### config.mk
export PLATFORM = sky130hd
export DESIGN_NAME = mux_sel_arbiter
export DESIGN_NICKNAME = d
export VERILOG_FILES = /design/src/rtl/mux_sel_arbiter.sv
export SDC_FILE = /design/constraint.sdc
export NUM_CORES = 1
export LEC_CHECK = 0
export ABC_CLOCK_PERIOD_IN_PS = 3700
export CAP_MARGIN = 15
export CORE_UTILIZATION = 56
export DETAILED_ROUTE_END_ITERATION = 8
export PLACE_DENSITY = 0.93
export REMOVE_ABC_BUFFERS = 1
export SYNTH_ARGS = -nofsm -noshare
export SYNTH_HDL_FRONTEND = slang
export SYNTH_SLANG_ARGS = --single-unit
### constraint.sdc
create_clock -name clk -period 3.7 [get_ports clk]
set_input_delay 0.74 -clock clk [delete_from_list [all_inputs] [get_ports clk]]
set_output_delay 0.74 -clock clk [all_outputs]
set_load 0.005 [all_outputs]
### src/rtl/mux_sel_arbiter.sv
// ============================================================================
// mux_sel_arbiter
// ----------------------------------------------------------------------------
// Round-robin arbiter that produces the 2-bit select for the 4:1 two-bit
// multiplexer. Four requesters (A=0, B=1, C=2, D=3) compete. One requester is
// granted at a time, and the select is held stable for the whole grant. A
// grant ends when one of three things happens: the consumer releases it, the
// request is withdrawn, or an optional hold timeout expires. Every output
// comes straight from a flop, so the mux select is glitch-free.
//
// Parameters:
//   HOLD_MAX  maximum number of BUSY cycles per grant (0 disables, 0..255)
//
// Ports:
//   clk       in   1  rising-edge clock
//   rst_n     in   1  asynchronous active-low reset
//   req       in   4  request vector, bit i asks for mux input i
//   done      in   1  consumer release, only looked at while BUSY
//   sel       out  2  registered mux select (current or last grant)
//   grant     out  4  registered one-hot grant, zero while idle
//   valid     out  1  registered, high while a grant is active
//   timeout   out  1  one-cycle pulse when a grant ended purely by timeout
// ============================================================================
module mux_sel_arbiter #(
    parameter int HOLD_MAX = 16
) (
    input  logic       clk,
    input  logic       rst_n,
    input  logic [3:0] req,
    input  logic       done,
    output logic [1:0] sel,
    output logic [3:0] grant,
    output logic       valid,
    output logic       timeout
);

    typedef enum logic {
        IDLE = 1'b0,
        BUSY = 1'b1
    } state_t;

    localparam bit         HOLD_EN   = (HOLD_MAX != 0);
    localparam logic [7:0] HOLD_LAST = (HOLD_MAX == 0) ? 8'd0 : 8'(HOLD_MAX - 1);

    state_t     state;
    state_t     state_next;
    logic [1:0] ptr;
    logic [1:0] ptr_next;
    logic [7:0] hold_cnt;
    logic [7:0] hold_cnt_next;
    logic [1:0] sel_next;
    logic [3:0] grant_next;
    logic       valid_next;
    logic       timeout_next;

    logic [7:0] req_twice;
    logic [3:0] req_rot;
    logic [1:0] offset;
    logic [1:0] winner;

    logic       done_rel;
    logic       withdraw_rel;
    logic       hold_rel;
    logic       release_hit;

    // Rotate the request vector so that the pointer position lands at bit 0.
    // The first set bit of the rotated vector, added back onto the pointer,
    // gives the round-robin winner. The 2-bit add wraps 3 -> 0 on its own.
    always_comb begin
        req_twice = {req, req};
        req_rot   = 4'(req_twice >> ptr);
        offset    = 2'd3;
        if (req_rot[0]) begin
            offset = 2'd0;
        end else if (req_rot[1]) begin
            offset = 2'd1;
        end else if (req_rot[2]) begin
            offset = 2'd2;
        end
        winner = ptr + offset;
    end

    // Release causes while BUSY. They are kept separate so that the timeout
    // pulse fires only when the hold limit was the one and only cause.
    always_comb begin
        done_rel     = done;
        withdraw_rel = ~req[sel];
        hold_rel     = HOLD_EN && (hold_cnt == HOLD_LAST);
        release_hit  = done_rel | withdraw_rel | hold_rel;
    end

    // Next-state and next-output logic. Every output register has its next
    // value computed here, so the outputs stay pure flops. sel moves only on
    // the IDLE -> BUSY transition, which keeps it stable for the whole grant.
    always_comb begin
        state_next    = state;
        ptr_next      = ptr;
        hold_cnt_next = hold_cnt;
        sel_next      = sel;
        grant_next    = grant;
        valid_next    = valid;
        timeout_next  = 1'b0;

        unique case (state)
            IDLE: begin
                grant_next = 4'b0000;
                valid_next = 1'b0;
                if (req != 4'b0000) begin
                    state_next    = BUSY;
                    sel_next      = winner;
                    grant_next    = 4'b0001 << winner;
                    valid_next    = 1'b1;
                    hold_cnt_next = 8'd0;
                end
            end
            BUSY: begin
                hold_cnt_next = (hold_cnt == 8'hFF) ? hold_cnt : hold_cnt + 8'd1;
                if (release_hit) begin
                    state_next   = IDLE;
                    grant_next   = 4'b0000;
                    valid_next   = 1'b0;
                    ptr_next     = sel + 2'd1;
                    timeout_next = hold_rel & ~done_rel & ~withdraw_rel;
                end
            end
            default: begin
                state_next = IDLE;
            end
        endcase
    end

    // State and output registers. Reset clears everything at once, even in
    // the middle of a grant. This makes the first arbitration after reset
    // start again from index 0.
    always_ff @(posedge clk or negedge rst_n) begin
        if (!rst_n) begin
            state    <= IDLE;
            ptr      <= 2'd0;
            hold_cnt <= 8'd0;
            sel      <= 2'd0;
            grant    <= 4'b0000;
            valid    <= 1'b0;
            timeout  <= 1'b0;
        end else begin
            state    <= state_next;
            ptr      <= ptr_next;
            hold_cnt <= hold_cnt_next;
            sel      <= sel_next;
            grant    <= grant_next;
            valid    <= valid_next;
            timeout  <= timeout_next;
        end
    end

endmodule

# Yosys cells after proc, flatten, opt, wreduce, memory -nomap -nowiden
# Index checks and enable logic that the tools add are counted.
dict set report op_classes {
  n_addsub 3
  order_cmp 1
  eq_ne 5
  shift 2
  n_mux 18
  bitwise_logic 7
  reduce_logical 4
}
# op n
set op_table {}
lappend op_table {{8-bit 2-to-1 mux} 2}
lappend op_table {{8-bit one-hot mux with 2 select lines} 1}
lappend op_table {{8-bit by 1-bit adder with 8-bit output (second input constant)} 1}
lappend op_table {{8-bit by 4-bit equality test with 1-bit output (second input constant)} 1}
lappend op_table {{8-bit equality test (second input constant)} 1}
lappend op_table {{4-bit 2-to-1 mux} 2}
lappend op_table {{4-bit one-hot mux with 2 select lines} 1}
lappend op_table {{8-bit by 2-bit >> shifter with 3-bit output} 1}
lappend op_table {{1-bit 2-to-1 mux} 7}
lappend op_table {{2-bit AND reduction} 3}
lappend op_table {{2-bit 2-to-1 mux} 2}
lappend op_table {{2-bit != test (second input constant)} 2}
lappend op_table {{1-bit one-hot mux with 2 select lines} 2}
lappend op_table {{4-bit nonzero test} 1}
lappend op_table {{1-bit by 2-bit << shifter with 4-bit output (first input constant)} 1}
lappend op_table {{2-bit by 3-bit less-than comparator with 1-bit output (second input constant)} 1}
lappend op_table {{1-bit NOT} 3}
lappend op_table {{2-bit by 1-bit adder with 2-bit output (second input constant)} 1}
lappend op_table {{2-bit adder} 1}
lappend op_table {{1-bit bitwise AND} 2}
lappend op_table {{1-bit binary-select mux with 2-bit select} 1}
lappend op_table {{2-bit by 1-bit != test with 1-bit output (second input constant)} 1}
lappend op_table {{1-bit OR} 2}
dict set report word_totals {
  ff_bits 19
  inputBits 7
  output_inout_bits 8
  word_cells 47
}

# Depth between registers and ports, before layout
# Gate-level depths: netlist of run 1.
dict set report logic_depth {
  depth_word 8
  depth_mapped 10
  ltp_nobuf 9
}

# Least setup slack after synthesis of run 1
# OpenSTA, ideal clock, no wires.
dict set report synth_path {
  path_kind {in2reg}
  from {in req[3]}
  to {reg grant[3]}
  setup_ns 0.068
  arrival_time_ns 2.126
  required_time_ns 3.632
  path_slack_ns 1.506
  path_stages 8
  n_path_buf 0
  path_cell_list {nand3b_1 o311ai_0 o21ai_0 o311ai_0 ha_1 or4_1 nand4_2 a32o_1}
}
dict set report synth_via {
  elab_chain_len 8
  elab_cells_between_ends 15
  classes_between {1 x add/sub; 1 x eq/ne; 2 x shift; 7 x mux; 3 x bitwise; 1 x reduce/logical}
}
# item line
set synth_lines {}
lappend synth_lines {{from (decl)} 29} ;# input logic [3:0] req,
lappend synth_lines {{8-bit by 2-bit >> shifter with 3-bit output} 71} ;# req_rot = 4'(req_twice >> ptr);
lappend synth_lines {{1-bit 2-to-1 mux} 77} ;# end else if (req_rot[2]) begin
lappend synth_lines {{2-bit 2-to-1 mux} 75} ;# end else if (req_rot[1]) begin
lappend synth_lines {{2-bit 2-to-1 mux} 73} ;# if (req_rot[0]) begin
lappend synth_lines {{2-bit adder} 80} ;# winner = ptr + offset;
lappend synth_lines {{1-bit by 2-bit << shifter with 4-bit output} 111} ;# grant_next = 4'b0001 << winner;
lappend synth_lines {{4-bit 2-to-1 mux} 108} ;# if (req != 4'b0000) begin
lappend synth_lines {{4-bit one-hot mux with 2 select lines} 104} ;# unique case (state)
lappend synth_lines {{to (signal assigned)} 149} ;# grant <= grant_next;
lappend synth_lines {{to (decl)} 32} ;# output logic [3:0] grant,
# Parallel ways exist; a longest one is shown, timed or not. The select of a mux whose other input is x is not followed.
# A chain may end at the register's enable or synchronous reset.

# Final worst setup path of run 1
# Same ends and word-level chain as after synthesis.

==> results.md, run 1 <==
- Slew headroom: 0.449
- Die X: 44.8 um
- Total number of vias: 838
- Cells after synthesis: 98
- Grt met2 use: 0.385
- TritonRoute pass-1 iters: 4
- Worst-path maximum fanout: 7
- Worst-Margin Slew: 0.824 ns
- Pwr Density: 695 nW/um^2
- CTS Buffer Depth: 2
- Most common cell after layout, fill and taps aside: dfrtp_1
- GRT Util Overall: 0.250
- R2R cell count: 8
- Maximum vdd drop: 0.000495 V
- Final setup TNS: 0 ns
- Mean post-synth cell area: 10.5 um^2
- Port Buffers: 14
- Mapped Area: 1030 um^2
- Setup Skew: 0.00549 ns
- Synth area leaders: dfrtp_1 46%, nand2_1 3.7%, mux2_2 3.3%
- Count of final hold-check violations: 0
- Leading cell types in the layout, fill and taps excluded: 19 x dfrtp_1, 14 x clkdlybuf4s50_1, 10 x nand2_1
- Detailed Route Iter0 Violations: 31
- Fmax: 0.377 GHz
- Seq/Total Area, Yosys: 0.463
- Hold path depth: 1
- #FFs+latches synth: 19
- Critical path launch point type: input pin
- FF-to-FF End: grant[3]
- Largest family of logic cells by synthesized area: simple AND/OR/NAND/NOR gates
- CP most frequent cell: o311ai_0
- Xor/xnor cell area share of the yosys netlist: 0.0171
- DR WL/cell: 14.5 um
- Max incr delay on CP: 0.56 ns
- Distinct cells, synth: 38
- Hpwl dp: 1500 um
- Num rows: 15
- CP max stage cell: clkdlybuf4s50_1
- First-pass GRT wire length: 3590 um
- Hold Buf Count CTS: 0
- Top FF cell, synth: dfrtp_1
- Synth-to-Final Area Change: 17.8%
- Yosys synthesis warning count: 0
- Clock Sinks: 19
- Max-cap check violation count: 0
- Drt drc: 0
- Worst reg2reg startpoint: ptr[0]
- Crit path DAT: 2.89 ns
- # setup viols final: 0
- Antenna Cells: 0
- Worst min-delay path endpoint: valid
- Root buffer cell: clkbuf_4
- Initial antenna violation count: 0
- Final Cycle Share: 0.717
- Simple-gate share of the synthesized area: 0.212
- Leakage power: 0.532 nW
- Final wirelength: 2020 um
- Core area: 1730 um^2
- Status: complete, no violations
- # fillers: 142
- Post-CTS Setup Inserts: 0
- Via density: 6.03
- Setup Crit Path Kind: input pin to flop
- Compound-gate portion of the synthesized area: 0.151
- Starting Density: 0.594
- Vias in the first global route: 787
- I/O pins: 15
- Die H: 44.8 um
- Die area: 2010 um^2
- Yosys top cell area share: 0.463
- Worst-path clk slew: 0.11 ns
- Met3 usage: 0.0600
- Flop2flop setup slack: 1.51 ns
- EDFF count, synth: 0
- Dominant cell type by area after synthesis: dfrtp_1
- GPL Wtd Cong: 0.770
- Global route hottest layer: met2
- Pwr Total: 0.000840 W
- Cts repair resizes: 0
- Max-slew violation count: 0
- Mux cell area share after synthesis: 0.0988
- Hold Path Class: flop to flop
- Maximum number of pins on one net before global-route repair: 20
- Final-stage net count: 124
- Fraction of layout cells with a size suffix above 1: 0.0965
- Hold_sp: valid
- Critical Path Sink Type: flop
- Adder-cell share of the synthesized area: 0.0244
- Detail Route Antenna Nets: 0
- Post-synth ARST share: 1.00
- Total global routing overflow: 0
- Worst-path cell chain: clkdlybuf4s50_1 -> nand3b_1 -> o311ai_0 -> o21ai_0 -> o311ai_0 -> ha_1 -> or4_1 -> nand4_2 -> a32o_1
- CTS Buf Count: 3
- RSZ-0062 raised after global routing: no
- CTS tree: yes
- CTS H-tree lvls: 1
- Grt met1 use: 0.362
- Worst endpoint required time: 3.94 ns
- Worst-Skew Late Latency: 0.30 ns
- Tmin final: 2.65 ns
[critical path: cells and delay by family]
kind            cells  cell delay [ns]
compound gates      4             0.56
fa+ha+maj           1             0.25
buf+inv             1             0.56
simple gates        3             0.78
[routing by layer]
metal / share of wire / wire length [um]
met3: 0.042 / 85
met5: 0 / 0
met2: 0.48 / 976
met4: 0.0060 / 12
met1: 0.47 / 940
[registers in the layout, summed over array words and instances, names as in the netlist]
register  flops
hold_cnt      8
grant         4
valid         1
timeout       1
ptr           2
sel           2
state         1
[kinds of logic (layout without fill, tap and decap cells)]
kind of cell	count (synthesis)	in the layout
and+or+nand+nor	38	38
AOI/OAI and AO/OA	22	22
DFF	19	19
muxes	8	8
buffers and inverters	7	23
adders and majority gates	2	2
xor gates and xnor gates	2	2
[Yosys cell counts (2+ instances only)]
| cell type | n |
|---|---|
| dfrtp_1 | 19 |
| nand2_1 | 10 |
| o21ai_0 | 6 |
| inv_1 | 5 |
| nand3_1 | 4 |
| nor2_1 | 4 |
| mux2_2 | 3 |
| mux2i_1 | 3 |
| o31ai_1 | 3 |
| a21o_1 | 2 |
| and3_1 | 2 |
| and4_1 | 2 |
| ha_1 | 2 |
| nand4_1 | 2 |
| nor2b_1 | 2 |
| nor4_1 | 2 |
| o211ai_1 | 2 |
| o22ai_1 | 2 |
| o311ai_0 | 2 |
| or3_1 | 2 |
| xor2_1 | 2 |
[how the worst max path moves through the flow]
stage	to	depth (start not counted)	start
after floorplan	grant[3]	8	req[3]
after global placement	grant[3]	9	req[3]
after detailed placement	grant[3]	9	req[3]
after CTS	grant[3]	9	req[3]
after global routing	grant[3]	10	req[3]
final	grant[3]	9	req[3]
[cell type report]
class / instances / area, um^2 / area share
inverter: 5 / 18.8 / 0.0155
tap: 25 / 31.3 / 0.0259
timing repair buffer: 14 / 140 / 0.116
sequential: 19 / 475 / 0.393
clock buffer: 4 / 26.3 / 0.0217
multi-input combinational: 72 / 517 / 0.428
[where the power goes]
group | switching [W] | internal, W
logic | 0.000186 | 0.000203
clock network | 0.0000646 | 0.0000420
registers | 0.0000744 | 0.000271
total | 0.000325 | 0.000516
[through the flow]
stage	area [um^2]	util	cells	hold WS [ns]	setup slack, ns
floorplan	1010	-	96	0.444	1.50
global placement	1180	0.685	135	0.463	0.851
detailed placement	1180	0.685	135	0.470	0.751
CTS	1210	0.700	139	0.497	1.05
global route	1210	0.700	139	0.522	0.844
finish	1210	0.700	139	0.494	1.05
Note: power is estimated with default switching activity, not from simulation.
==> run 2, diff against run 1 <==
ABC_CLOCK_PERIOD_IN_PS = 2300   (was 3700)
CORE_UTILIZATION = 47   (was 56)
PLACE_DENSITY = 0.84   (was 0.93)
clock period = 2.3 ns   (was 3.7 ns; I/O delays follow)
==> run 2 against run 1 <==
Against the previous run: die area is 18% higher; critical path depth decreased by 1; worst setup slack got worse by 0.90 ns; sequential power increased by 62%; register-to-register slack got worse by 1.3 ns; global-route usage shrank 4.5 points; combinational power rose by 79%; utilization fell by 5.3 points; worst hold slack got worse by 0.012 ns; critical path type unchanged; critical endpoint unchanged.
==> results.md, run 2 (same netlist as run 1, synthesis figures left out) <==
- Via density: 5.83
- Leakage power: 0.604 nW
- # fillers: 162
- Clock Sinks: 19
- Post-CTS Setup Inserts: 0
- Flop2flop setup slack: 0.25 ns
- Drt drc: 0
- Detailed Route Iter0 Violations: 9
- TritonRoute pass-1 iters: 4
- Max-cap check violation count: 0
- Post-route insts no fill: 149
- Vias in the first global route: 784
- CTS Buf Count: 3
- Crit path DAT: 2.40 ns
- Starting Density: 0.513
- Setup Crit Path Kind: input pin to flop
- Grt met1 use: 0.251
- Worst-Margin Slew: 0.511 ns
- Die H: 48.7 um
- Total number of vias: 868
- Maximum vdd drop: 0.000751 V
- Biggest register: hold_cnt
- Placed cell count: 145
- Final Cycle Share: 0.937
- Pwr Density: 1100 nW/um^2
- Detail Route Antenna Nets: 0
- Worst endpoint required time: 2.54 ns
- Critical Path Sink Type: flop
- Most common cell after layout, fill and taps aside: dfrtp_1
- GPL Wtd Cong: 0.864
- Tmin final: 2.15 ns
- Top Registers: hold_cnt (8), grant (4)
- Antenna Cells: 0
- Hold Buf Count CTS: 0
- Root buffer cell: clkbuf_4
- Slew headroom: 0.658
- Initial antenna violation count: 0
- GRT Util Overall: 0.205
- Leading cell types in the layout, fill and taps excluded: 19 x dfrtp_1, 11 x clkdlybuf4s50_1, 10 x nand2_1
- Setup Skew: 0.00240 ns
- Fraction of layout cells with a size suffix above 1: 0.180
- Critical path launch point type: input pin
- Grt met2 use: 0.345
- Final-stage net count: 132
- I/O pins: 15
- First-pass GRT wire length: 3590 um
- CTS Buffer Depth: 2
- Port Buffers: 14
- Worst-path maximum fanout: 5
- # setup viols final: 0
- Worst-Skew Late Latency: 0.30 ns
- CTS H-tree lvls: 1
- Max reg flops: 8
- Die area: 2370 um^2
- Num rows: 16
- Max-slew violation count: 0
- Total global routing overflow: 0
- Count of final hold-check violations: 0
- Core area: 2000 um^2
- Final wirelength: 2170 um
- DR WL/cell: 14.6 um
- Hpwl dp: 1580 um
- Worst reg2reg startpoint: ptr[0]
- Die X: 48.7 um
- Fmax: 0.464 GHz
- Worst-path clk slew: 0.10 ns
- Met3 usage: 0.0660
- Global route hottest layer: met2
- CTS tree: yes
- FF-to-FF End: grant[3]
- Util after Layout: 0.647
- Setup crit start: req[0]
- Maximum number of pins on one net before global-route repair: 20
- Status: complete, no violations
- Hold Path Class: input pin to async pin
- RSZ-0062 raised after global routing: no
- Synth-to-Final Area Change: 26.2%
- R2R cell count: 8
==> run 2: how the worst max path moves through the flow <==
stage | endpoint | slack [ns] | cells past startpoint
finish | grant[3] | 0.15 | 8
global placement | grant[3] | -0.22 | 9
global route | grant[3] | 0.04 | 10
CTS | grant[3] | 0.002 | 9
floorplan | grant[3] | 0.37 | 8
detailed placement | grant[3] | -0.31 | 9
==> run 2: layout make-up <==
cell class	instances	area [um^2]	share of cell area
Timing Repair Buffer	22	208	0.160
Clock buffer	3	22.5	0.0174
Sequential cell	19	475	0.367
Clock inverter	1	5.00	0.00386
Tap cell	27	33.8	0.0261
Inverter	5	18.8	0.0145
Multi-Input combinational cell	72	532	0.411
==> run 2: power by group <==
group	internal (W)	switching [W]	leakage, nW
logic	0.000370	0.000324	0.340
registers	0.000435	0.000123	0.247
clock network	0.0000649	0.000103	0.0177
==> run 2: metrics by stage <==
step           total power [W]  setup TNS, ns  instance area (um^2)  setup slack [ns]  hold slack (ns)
4_1_cts                0.00138              0                  1270           0.00222            0.486
2_1_floorplan         0.000962              0                  1010             0.373            0.164
3_5_place_dp           0.00121          -1.41                  1240            -0.306            0.470
5_1_grt                0.00152              0                  1290            0.0428            0.503
6_report               0.00142              0                  1290             0.145            0.482
3_3_place_gp           0.00117         -0.973                  1240            -0.220            0.470
==> run 2: per-layer routing <==
layer,vias to the layer above,routed length (um)
li1,416,-
met1,425,953
met2,25,1100
met3,2,102
met4,0,15
met5,-,0
==> run 2: what timing repair did <==
item,in CTS,in global routing
endpoints found under the hold margin,0,0
gates resized for setup,0,9
endpoints found under the setup margin,0,5
==> run 2: critical path: stages <==
cell	delay, ns
clkdlybuf4s50_1	0.46
or3_1	0.39
o311ai_1	0.10
ha_2	0.26
nand2_1	0.05
or3_1	0.37
nand4_4	0.14
a32o_1	0.17
